### config.mk
export PLATFORM = sky130hd
export DESIGN_NAME = sdram_port_arbit_flat
export DESIGN_NICKNAME = d
export VERILOG_FILES = /design/src/rtl/sdram_pkg.sv /design/src/rtl/sdram_port_arbit_if.sv /design/src/rtl/sdram_rr_pick.sv /design/src/rtl/sdram_port_arbit.sv /design/src/flat_wrapper.sv
export SDC_FILE = /design/constraint.sdc
export NUM_CORES = 1
export LEC_CHECK = 0
export ABC_CLOCK_PERIOD_IN_PS = 2220
export CAP_MARGIN = 5
export CORE_ASPECT_RATIO = 1.25
export CORE_UTILIZATION = 30
export CTS_CLUSTER_DIAMETER = 40
export DETAILED_ROUTE_END_ITERATION = 8
export PLACE_DENSITY = 0.9
export SYNTH_ARGS = -nofsm -noshare
export SYNTH_HDL_FRONTEND = slang
export SYNTH_SLANG_ARGS = --single-unit
export TNS_END_PERCENT = 10
### constraint.sdc
create_clock -name sys_clk -period 2.22 [get_ports sys_clk]
set_clock_uncertainty 0.1 [all_clocks]
set_input_delay 0.444 -clock sys_clk [delete_from_list [all_inputs] [get_ports sys_clk]]
set_output_delay 0.444 -clock sys_clk [all_outputs]
set_load 0.05 [all_outputs]
### src/rtl/sdram_pkg.sv
// Shared constants and types for the 4-port SDRAM controller:
// SDRAM command codes, arbiter state encoding and idle bus values.
package sdram_pkg;

    localparam int PORT_NUM     = 4;
    localparam int SDRAM_BA_W   = 2;
    localparam int SDRAM_ADDR_W = 13;

    // {cs_n, ras_n, cas_n, we_n}
    typedef enum logic [3:0] {
        CMD_NOP      = 4'b0111,
        CMD_P_CHARGE = 4'b0010,
        CMD_A_REF    = 4'b0001,
        CMD_ACTIVE   = 4'b0011,
        CMD_WRITE    = 4'b0100,
        CMD_READ     = 4'b0101
    } sdram_cmd_e;

    typedef enum logic [2:0] {
        ST_INIT  = 3'd0,
        ST_ARBIT = 3'd1,
        ST_AREF  = 3'd2,
        ST_WRITE = 3'd3,
        ST_READ  = 3'd4
    } arb_state_e;

    typedef logic [1:0] port_idx_t;

    // Bus values driven while no engine owns the SDRAM pins
    localparam logic [SDRAM_BA_W-1:0]   IDLE_BA   = '1;
    localparam logic [SDRAM_ADDR_W-1:0] IDLE_ADDR = '1;

    function automatic logic [PORT_NUM-1:0] idx_to_onehot(input port_idx_t idx);
        return PORT_NUM'(1) << idx;
    endfunction

endpackage

### src/rtl/sdram_port_arbit_if.sv
// User-port request/grant handshake between the requesters (master)
// and the SDRAM command-bus arbiter (slave).
interface sdram_port_arbit_if;
    import sdram_pkg::*;

    logic [PORT_NUM-1:0] port_req;  // per-port access request (level)
    logic [PORT_NUM-1:0] port_we;   // 1 = write, 0 = read
    logic [PORT_NUM-1:0] port_gnt;  // one-hot grant, held for the access

    modport master (
        output port_req,
        output port_we,
        input  port_gnt
    );

    modport slave (
        input  port_req,
        input  port_we,
        output port_gnt
    );

endinterface

### src/rtl/sdram_rr_pick.sv
// Combinational port picker for the SDRAM arbiter.
// Default: round-robin, search starts at last+1 and wraps 3 -> 0.
// ARB_FIXED_PRIO_EN defined: fixed priority, port 0 highest, last ignored.
module sdram_rr_pick
    import sdram_pkg::*;
(
    input  logic [PORT_NUM-1:0] req,
    input  port_idx_t           last,
    output logic [PORT_NUM-1:0] pick,
    output port_idx_t           idx,
    output logic                valid
);

`ifdef ARB_FIXED_PRIO_EN
    logic unused_last;
    assign unused_last = ^last;
`endif

    // Select the winning requester and its one-hot form
    // NOTE: every output gets a default before any branch, so no latch is inferred.
    always_comb begin
        valid = 1'b0;
        idx   = '0;
`ifdef ARB_FIXED_PRIO_EN
        // Scan low priority first so the lowest index wins
        for (int k = PORT_NUM - 1; k >= 0; k--) begin
            if (req[k]) begin
                valid = 1'b1;
                idx   = port_idx_t'(k);
            end
        end
`else
        // Offsets 1..4 from the last grant; the 2-bit sum wraps naturally
        for (int k = 1; k <= PORT_NUM; k++) begin
            if (!valid && req[last + port_idx_t'(k)]) begin
                valid = 1'b1;
                idx   = last + port_idx_t'(k);
            end
        end
`endif
        pick = valid ? idx_to_onehot(idx) : '0;
    end

endmodule

### src/rtl/sdram_port_arbit.sv
// Single owner of the SDRAM command bus: waits for init, then arbitrates
// between auto-refresh (always first) and the 4 user ports, sequences the
// granted port through the write or read engine and muxes engine commands
// onto the SDRAM pins.
// Optional build macro ARB_FIXED_PRIO_EN selects fixed port priority
// instead of round-robin (handled in sdram_rr_pick).
module sdram_port_arbit
    import sdram_pkg::*;
#(
    parameter int BA_W   = SDRAM_BA_W,
    parameter int ADDR_W = SDRAM_ADDR_W
) (
    input  logic              sys_clk,
    input  logic              sys_rst,

    input  logic              init_end,
    input  logic [3:0]        init_cmd,
    input  logic [BA_W-1:0]   init_ba,
    input  logic [ADDR_W-1:0] init_addr,

    input  logic              aref_req,
    input  logic              aref_end,
    input  logic [3:0]        aref_cmd,
    input  logic [BA_W-1:0]   aref_ba,
    input  logic [ADDR_W-1:0] aref_addr,
    output logic              aref_en,

    sdram_port_arbit_if.slave arb,

    output logic              wr_en,
    input  logic              wr_end,
    input  logic [3:0]        wr_cmd,
    input  logic [BA_W-1:0]   wr_ba,
    input  logic [ADDR_W-1:0] wr_addr,

    output logic              rd_en,
    input  logic              rd_end,
    input  logic [3:0]        rd_cmd,
    input  logic [BA_W-1:0]   rd_ba,
    input  logic [ADDR_W-1:0] rd_addr,

    output logic [3:0]        sdram_cmd,
    output logic [BA_W-1:0]   sdram_ba,
    output logic [ADDR_W-1:0] sdram_addr
);

    arb_state_e          state;
    arb_state_e          state_next;
    logic [PORT_NUM-1:0] gnt_q;
    port_idx_t           last_gnt;
    logic [PORT_NUM-1:0] pick_onehot;
    port_idx_t           pick_idx;
    logic                pick_valid;
    logic                grant_load;

    sdram_rr_pick u_pick (
        .req   (arb.port_req),
        .last  (last_gnt),
        .pick  (pick_onehot),
        .idx   (pick_idx),
        .valid (pick_valid)
    );

    // A port is granted only when refresh is not asking in the same cycle
    assign grant_load   = (state == ST_ARBIT) && !aref_req && pick_valid;
    assign arb.port_gnt = gnt_q;

    // State register
    // NOTE: clocked blocks use <= so every register sees pre-edge values.
    always_ff @(posedge sys_clk) begin
        if (sys_rst) state <= ST_INIT;
        else         state <= state_next;
    end

    // Next-state logic; end pulses only matter in their own state
    always_comb begin
        state_next = state;
        case (state)
            ST_INIT:  if (init_end) state_next = ST_ARBIT;
            ST_ARBIT: begin
                if (aref_req)        state_next = ST_AREF;
                else if (pick_valid) state_next = arb.port_we[pick_idx] ? ST_WRITE : ST_READ;
            end
            ST_AREF:  if (aref_end) state_next = ST_ARBIT;
            ST_WRITE: if (wr_end)   state_next = ST_ARBIT;
            ST_READ:  if (rd_end)   state_next = ST_ARBIT;
            default:  state_next = ST_INIT;
        endcase
    end

    // Grant register: loaded on leaving ARBIT, cleared on returning to it
    always_ff @(posedge sys_clk) begin
        if (sys_rst) begin
            gnt_q    <= '0;
            last_gnt <= port_idx_t'(PORT_NUM - 1);
        end else if (grant_load) begin
            gnt_q    <= pick_onehot;
            last_gnt <= pick_idx;
        end else if (state != ST_ARBIT && state_next == ST_ARBIT) begin
            gnt_q    <= '0;
        end
    end

    // Engine enables (masked by their end pulse) and SDRAM pin mux
    always_comb begin
        aref_en    = (state == ST_AREF)  && !aref_end;
        wr_en      = (state == ST_WRITE) && !wr_end;
        rd_en      = (state == ST_READ)  && !rd_end;
        sdram_cmd  = CMD_NOP;
        sdram_ba   = IDLE_BA;
        sdram_addr = IDLE_ADDR;
        case (state)
            ST_INIT: begin
                sdram_cmd  = init_cmd;
                sdram_ba   = init_ba;
                sdram_addr = init_addr;
            end
            ST_AREF: begin
                sdram_cmd  = aref_cmd;
                sdram_ba   = aref_ba;
                sdram_addr = aref_addr;
            end
            ST_WRITE: begin
                sdram_cmd  = wr_cmd;
                sdram_ba   = wr_ba;
                sdram_addr = wr_addr;
            end
            ST_READ: begin
                sdram_cmd  = rd_cmd;
                sdram_ba   = rd_ba;
                sdram_addr = rd_addr;
            end
            default: ;
        endcase
    end

endmodule

### src/flat_wrapper.sv
// flat-port wrapper written by rule: the top's interface ports become plain ports
module sdram_port_arbit_flat import sdram_pkg::*;
#(
    parameter int BA_W   = SDRAM_BA_W,
    parameter int ADDR_W = SDRAM_ADDR_W
)
  (sys_clk, sys_rst, init_end, init_cmd, init_ba, init_addr, aref_req, aref_end, aref_cmd, aref_ba, aref_addr, aref_en, wr_en, wr_end, wr_cmd, wr_ba, wr_addr, rd_en, rd_end, rd_cmd, rd_ba, rd_addr, sdram_cmd, sdram_ba, sdram_addr, arb_port_req, arb_port_we, arb_port_gnt);
  sdram_port_arbit_if arb_i ();
  input  logic sys_clk;
  input  logic sys_rst;
  input  logic init_end;
  input  logic [3:0] init_cmd;
  input  logic [BA_W-1:0] init_ba;
  input  logic [ADDR_W-1:0] init_addr;
  input  logic aref_req;
  input  logic aref_end;
  input  logic [3:0] aref_cmd;
  input  logic [BA_W-1:0] aref_ba;
  input  logic [ADDR_W-1:0] aref_addr;
  output logic aref_en;
  output logic wr_en;
  input  logic wr_end;
  input  logic [3:0] wr_cmd;
  input  logic [BA_W-1:0] wr_ba;
  input  logic [ADDR_W-1:0] wr_addr;
  output logic rd_en;
  input  logic rd_end;
  input  logic [3:0] rd_cmd;
  input  logic [BA_W-1:0] rd_ba;
  input  logic [ADDR_W-1:0] rd_addr;
  output logic [3:0] sdram_cmd;
  output logic [BA_W-1:0] sdram_ba;
  output logic [ADDR_W-1:0] sdram_addr;
  input wire logic [$bits(arb_i.port_req)-1:0] arb_port_req;
  input wire logic [$bits(arb_i.port_we)-1:0] arb_port_we;
  output wire logic [$bits(arb_i.port_gnt)-1:0] arb_port_gnt;
  assign arb_i.port_req = arb_port_req;
  assign arb_i.port_we = arb_port_we;
  assign arb_port_gnt = arb_i.port_gnt;
  sdram_port_arbit #(.BA_W(BA_W), .ADDR_W(ADDR_W)) u_core (.sys_clk(sys_clk), .sys_rst(sys_rst), .init_end(init_end), .init_cmd(init_cmd), .init_ba(init_ba), .init_addr(init_addr), .aref_req(aref_req), .aref_end(aref_end), .aref_cmd(aref_cmd), .aref_ba(aref_ba), .aref_addr(aref_addr), .aref_en(aref_en), .arb(arb_i), .wr_en(wr_en), .wr_end(wr_end), .wr_cmd(wr_cmd), .wr_ba(wr_ba), .wr_addr(wr_addr), .rd_en(rd_en), .rd_end(rd_end), .rd_cmd(rd_cmd), .rd_ba(rd_ba), .rd_addr(rd_addr), .sdram_cmd(sdram_cmd), .sdram_ba(sdram_ba), .sdram_addr(sdram_addr));
endmodule
==> results.tsv, run 1 <==
stage	metric	value	unit
status	run_status	finished clean	
worst_hold_path	hp-class	flip-flop to flip-flop	
die	fp-row-count	25	
routing	drt_iter0_drc	85	
worst_hold_path	hold_depth	1	
sta	fmax	472	MHz
global_route	grt_pass1_vias	1753	
clock_network	numCtsBuffers	3	
logic_synthesis	ys_ff_latch	9	
placement	place_ws	-0.122	ns
setup_path	cp_slowest_stage_delay	0.55	ns
cells_and_area	area_delta_synth_final	136	%
setup_path	cp_data_required_time	2.29	ns
routing	drtAntennaViolNets	0	
logic_synthesis	synth_top_area_share	32.6	%
logic_synthesis	syn_area	1200	µm²
logic_synthesis	synth-seq-area-share	15.1	%
sta	tightest_slew	0.504	ns
clock_network	cts_tree	built	
cells_and_area	fillCellCount	262	
placement	dpl-instance-area	2770	µm²
sta	period_needed	2.12	ns
setup_path	path_cells	clkdlybuf4s50_1 > buf_4 > nand2_1 > a31oi_1 > a21boi_0 > or4b_1 > o211ai_2	
clock_network	htreeDepth	1	
sta	hold_viol	0	
logic_synthesis	yosysTopAreaCell	mux2i_1	
global_route	antenna_found_initial	0	
sta	setup_viol	0	
setup_path	worstPathArrival	2.19	ns
clock_network	path_clk_slew	0.05	ns
setup_path	end_kind	flip-flop	
routing	vias	1668	
routing	drc_errors	0	
cells_and_area	diodes	0	
logic_synthesis	yosysUniqueCellTypes	39	
global_route	grt_max_degree	18	
clock_network	postCtsSetupRepairBufs	0	
die	core	3780	µm²
setup_path	reg2reg_depth	5	
placement	dp.cells	323	
die	die_w	58.5	µm
sta	slew-limit-headroom	66.3	%
flow_run	max_cap_viol_count	0	
setup_path	cp_max_fo	4	
logic_synthesis	synth_area_leaders	mux2i_1 (33%), dfxtp_1 (15%), a22oi_1 (11%), a32o_1 (3.3%), nand2_1 (2.8%)	
sta	fin_crit_sh	95.5	%
sta	worst_slack	0.0995	ns
clock_network	ctsHoldBuffers	0	
logic_synthesis	syn_avg_cell_area	8.36	µm²
placement	dp_hpwl	4240	µm
clock_network	clock-root-buffer	clkbuf_8	
setup_path	ff2ff_setup_slack	0.34	ns
routing	finalWirelength	4940	µm
power_and_ir_drop	ir_drop	0.426	mV
cells_and_area	fin_cells	327	
setup_path	crit_slowest_cell	or4b_1	
power_and_ir_drop	total_leakage_power	1.11	nW
die	die_y	72.6	µm
clock_network	clock_sinks	9	
global_route	grt_usage	23.9	%
logic_synthesis	synth_cells	143	
global_route	grt_pass1_wl	7650	µm
routing	wl_per_cell	15.1	µm
setup_path	cp-start-kind	input pin	
cells_and_area	fin_area	2820	µm²
global_route	gr-total-overflow	0	
placement	gp_congestion	0.980	
cells_and_area	final_net_count	365	
logic_synthesis	syn_nets	234	
die	start_util	31.6	%
cells_and_area	layout-drive-gt1-share	21.6	%
die	io_pins	117	
sta	rsz0062_at_grt	no	
setup_path	worstSetupPathType	input pin to flip-flop	
sta	finalMaxSlewViolations	0	
sta	tns	0	ns
logic_synthesis	ys_warn_count	0	
clock_network	worst_skew_pair.late_latency	0.24	ns
power_and_ir_drop	power_density	658	nW/µm²
die	die_area	4240	µm²
routing	first_pass_iters	4	
placement	io_buffers	116	
clock_network	clock_path_buffers	2	
routing	viasPerCell	5.10	
cell usage in the layout (no fill, tap or decap), types with 2 or more instances in the layout:
master and n:
a211o_1 3, a21boi_0 3, a21oi_1 2, a22oi_1 15
a22oi_2 3, a32o_1 4, and3_1 2, buf_12 22
buf_4 21, clkbuf_8 3, clkdlybuf4s50_1 94, dfxtp_1 7
dfxtp_2 2, inv_1 3, mux2i_1 39, nand2_1 9
nand2b_1 2, nand3_1 2, nor2_1 5, nor3_1 2
nor4_1 2, o21a_1 2, o21ai_0 2, o31ai_1 2
or4_1 2
final timing paths:
path	startpoint	end
worst min-delay path	u_core.arb.port_gnt[3]$_SDFFE_PP0P_	u_core.arb.port_gnt[3]$_SDFFE_PP0P_
worst max-delay path	arb_port_req[3]	u_core.state[2]$_SDFF_PP0_
worst max register to register	u_core.state[0]$_SDFF_PP0_	u_core.state[2]$_SDFF_PP0_
worst min register to register	u_core.arb.port_gnt[3]$_SDFFE_PP0P_	u_core.arb.port_gnt[3]$_SDFFE_PP0P_
cells by family after synthesis:
family | count (synthesis) | share of synthesized area, %
mux | 39 | 32.6
compound gates | 44 | 28.2
flops | 9 | 15.1
buf+inv | 14 | 5.33
simple gates | 37 | 18.7
worst max-delay path: cells and delay by family:
family,cells,cell delay (ns)
buffers and inverters,2,0.67
and+or+nand+nor,2,0.60
AOI/OAI and AO/OA,3,0.47
synthesized netlist by cell type:
cell and n:
mux2i_1 39, a22oi_1 18, dfxtp_1 9, nand2_1 9
nor2_1 6, buf_1 5, a32o_1 4, clkbuf_1 4
a211o_1 3, a21boi_0 3, inv_1 3, o21ai_0 3
a21oi_1 2, and3_1 2, nand2b_1 2, nand3_1 2
nor2b_1 2, nor3_1 2, nor4_1 2, o21a_1 2
o31ai_1 2, or4_1 2, a211oi_1 1, a31oi_1 1
and2_1 1, buf_4 1, buf_6 1, nand2b_4 1
nand3b_1 1, nor2_8 1, nor3b_1 1, o211ai_2 1
o21ba_2 1, o21bai_1 1, o22a_1 1, o22ai_1 1
or2_2 1, or4_4 1, or4b_1 1
cell type report:
cell class,count,area [µm²],area share [%]
Timing Repair Buffer,137,1540,54.5
Multi-Input combinational cell,120,977,34.6
Sequential cell,9,183,6.47
Tap cell,54,67.6,2.39
Clock buffer,4,45.0,1.60
Inverter,3,11.3,0.399
metrics by stage:
stage | power [mW] | utilization, % | hold WS, ns
after floorplan | 0.910 | - | 0.383
after global placement | 1.64 | 73.1 | 0.352
after detailed placement | 1.66 | 73.1 | 0.363
after CTS | 1.87 | 74.4 | 0.373
after global routing | 1.94 | 74.6 | 0.395
final | 1.86 | 74.6 | 0.367
where the power goes:
| part | leakage [nW] | internal [mW] | switching (mW) |
|---|---|---|---|
| Clock | 0.0228 | 0.126 | 0.0728 |
| Combinational | 1.01 | 0.726 | 0.728 |
| Sequential | 0.0742 | 0.179 | 0.0263 |
layer usage:
metal | wire length, µm | vias up | track usage, %
met5 | 0 | - | 0
met2 | 2660 | 85 | 46.2
met3 | 390 | 10 | 4.26
met1 | 1760 | 759 | 23.8
li1 | - | 814 | -
met4 | 131 | 0 | 12.2
registers in the layout (all words and copies together) (netlist names):
signal / cells
u_core.arb.port_gnt: 4
u_core.state: 3
u_core.last_gnt: 2
what timing repair did:
item | CTS | global route
pin swaps | 0 | 0
resized for setup | 2 | 3
endpoints found under the setup margin | 14 | 15
gates cloned | 0 | 0
Note: power is estimated with default switching activity, not from simulation.
==> inputs of run 2 (changes only) <==
REMOVE_ABC_BUFFERS = 1   (was not set)
==> run 2 against run 1 <==
Worst hold slack improved by 0.013 ns; total power fell by 2.5%; final area fell by 1.8%; clock power fell by 7%; highest routed layer unchanged; combinational power barely moved; sequential share of layout area rose by 0.072 points; via count fell by 0.12%; largest cell class unchanged; sequential power fell by 2%; final cell count fell by 2.1%; die area did not move.
==> results.tsv, run 2 (synthesis results as in run 1) <==
stage	metric	value	unit
sta	fmax	466	MHz
flow_run	max_cap_viol_count	0	
global_route	grt_pass1_wl	7960	µm
routing	drc_errors	0	
cells_and_area	fillCellCount	274	
routing	drt_iter0_drc	69	
setup_path	worstSetupPathType	input pin to flip-flop	
placement	dp_hpwl	4400	µm
die	die_w	58.5	µm
clock_network	clock_sinks	9	
cells_and_area	fin_cells	320	
power_and_ir_drop	ir_drop	0.500	mV
power_and_ir_drop	power_density	653	nW/µm²
clock_network	path_clk_slew	0.04	ns
routing	wl_per_cell	16.5	µm
sta	setup_viol	0	
global_route	grt_max_degree	23	
global_route	grt_usage	24.1	%
sta	fin_crit_sh	96.7	%
cells_and_area	diodes	0	
die	die_y	72.6	µm
cells_and_area	area_delta_synth_final	132	%
setup_path	path_cells	clkdlybuf4s50_1 > nor4_2 > or4_4 > nor2_8 > or4b_1 > o211ai_2	
routing	vias	1666	
setup_path	cp-start-kind	input pin	
routing	drtAntennaViolNets	0	
die	start_util	31.6	%
routing	first_pass_iters	4	
placement	dp.cells	316	
clock_network	clock_path_buffers	2	
setup_path	cp_data_required_time	2.27	ns
cells_and_area	layout_common_cells	clkdlybuf4s50_1 (94), mux2i_1 (39), buf_12 (22)	
cells_and_area	regArea	181	µm²
cells_and_area	layout-drive-gt1-share	19.2	%
cells_and_area	final_util	73.3	%
die	fp-row-count	25	
die	io_pins	117	
global_route	antenna_found_initial	0	
global_route	gr-total-overflow	0	
setup_path	cp.depth	6	
sta	hold_viol	0	
setup_path	crit_slowest_cell	clkdlybuf4s50_1	
setup_path	reg2reg_depth	5	
placement	gp_congestion	0.871	
die	core	3780	µm²
placement	io_buffers	116	
cells_and_area	final_net_count	358	
setup_path	path_delay_family	simple AND/OR/NAND/NOR gates	
clock_network	postCtsSetupRepairBufs	0	
cells_and_area	largest_register_ffs	4	
setup_path	end_kind	flip-flop	
clock_network	worst_skew_pair.late_latency	0.23	ns
status	run_status	finished clean	
setup_path	cp_num_buf_inv	1	
worst_hold_path	hp-class	flip-flop to flip-flop	
clock_network	cts_tree	built	
sta	tightest_slew	0.514	ns
setup_path	cp_slowest_stage_delay	0.57	ns
routing	viasPerCell	5.21	
sta	slew-limit-headroom	65.6	%
clock_network	htreeDepth	1	
worst_hold_path	hold_depth	1	
power_and_ir_drop	total_leakage_power	1.07	nW
global_route	grt_pass1_vias	1667	
clock_network	numCtsBuffers	3	
cells_and_area	multi_input_area	977	µm²
die	die_area	4240	µm²
setup_path	worstPathArrival	2.20	ns
setup_path	ff2ff_setup_slack	0.36	ns
cells_and_area	final_common_cell	clkdlybuf4s50_1	
routing	finalWirelength	5270	µm
setup_path	cp_max_fo	6	
sta	finalMaxSlewViolations	0	
sta	period_needed	2.15	ns
clock_network	clock-root-buffer	clkbuf_8	
run 2: final timing paths:
kind,startpoint,to
worst max-delay path,arb_port_req[3],u_core.state[2]$_SDFF_PP0_
worst min-delay path,u_core.arb.port_gnt[3]$_SDFFE_PP0P_,u_core.arb.port_gnt[3]$_SDFFE_PP0P_
worst max register to register,u_core.state[1]$_SDFF_PP0_,u_core.state[2]$_SDFF_PP0_
worst min register to register,u_core.arb.port_gnt[3]$_SDFFE_PP0P_,u_core.arb.port_gnt[3]$_SDFFE_PP0P_
run 2: metrics by stage:
| stage | cell area, µm² | setup WS (ns) | TNS [ns] | power, mW | hold WS, ns |
|---|---|---|---|---|---|
| 6_report | 2770 | 0.0742 | 0 | 1.81 | 0.379 |
| 5_1_grt | 2770 | -0.00226 | -0.00226 | 1.89 | 0.397 |
| 4_1_cts | 2750 | 0.0192 | 0 | 1.81 | 0.383 |
| 3_5_place_dp | 2700 | -0.179 | -1.15 | 1.62 | 0.368 |
| 3_3_place_gp | 2700 | -0.122 | -0.448 | 1.60 | 0.360 |
| 2_1_floorplan | 1140 | -1.10 | -18.98 | 0.880 | 0.383 |
run 2: per-layer routing:
metal  up-vias  share of wire (%)  track usage, %
li1        805                  -               -
met1       765                 36            25.2
met2        80                 52            45.6
met3        16                 10            6.74
met4         0                2.7            7.41
met5         -                  0               0
run 2: timing repair:
action / CTS / global route
resized for setup: 3 / 6
setup endpoints to repair: 17 / 8
pin swaps: 0 / 0
hold buffers: 0 / 0
run 2: area by class of cell:
cell class | count | area share (%)
flip-flops and latches | 9 | 6.54
multi-input cells | 120 | 35.2
inverters | 3 | 0.406
well taps | 54 | 2.44
repair buffers | 130 | 53.7
clock buffers | 4 | 1.62
run 2: power by group:
group          switching [mW]  internal [mW]  leakage [nW]  total, mW
Sequential             0.0229          0.178        0.0738      0.201
Clock                  0.0602          0.125        0.0228      0.185
Combinational           0.723          0.703         0.977       1.43
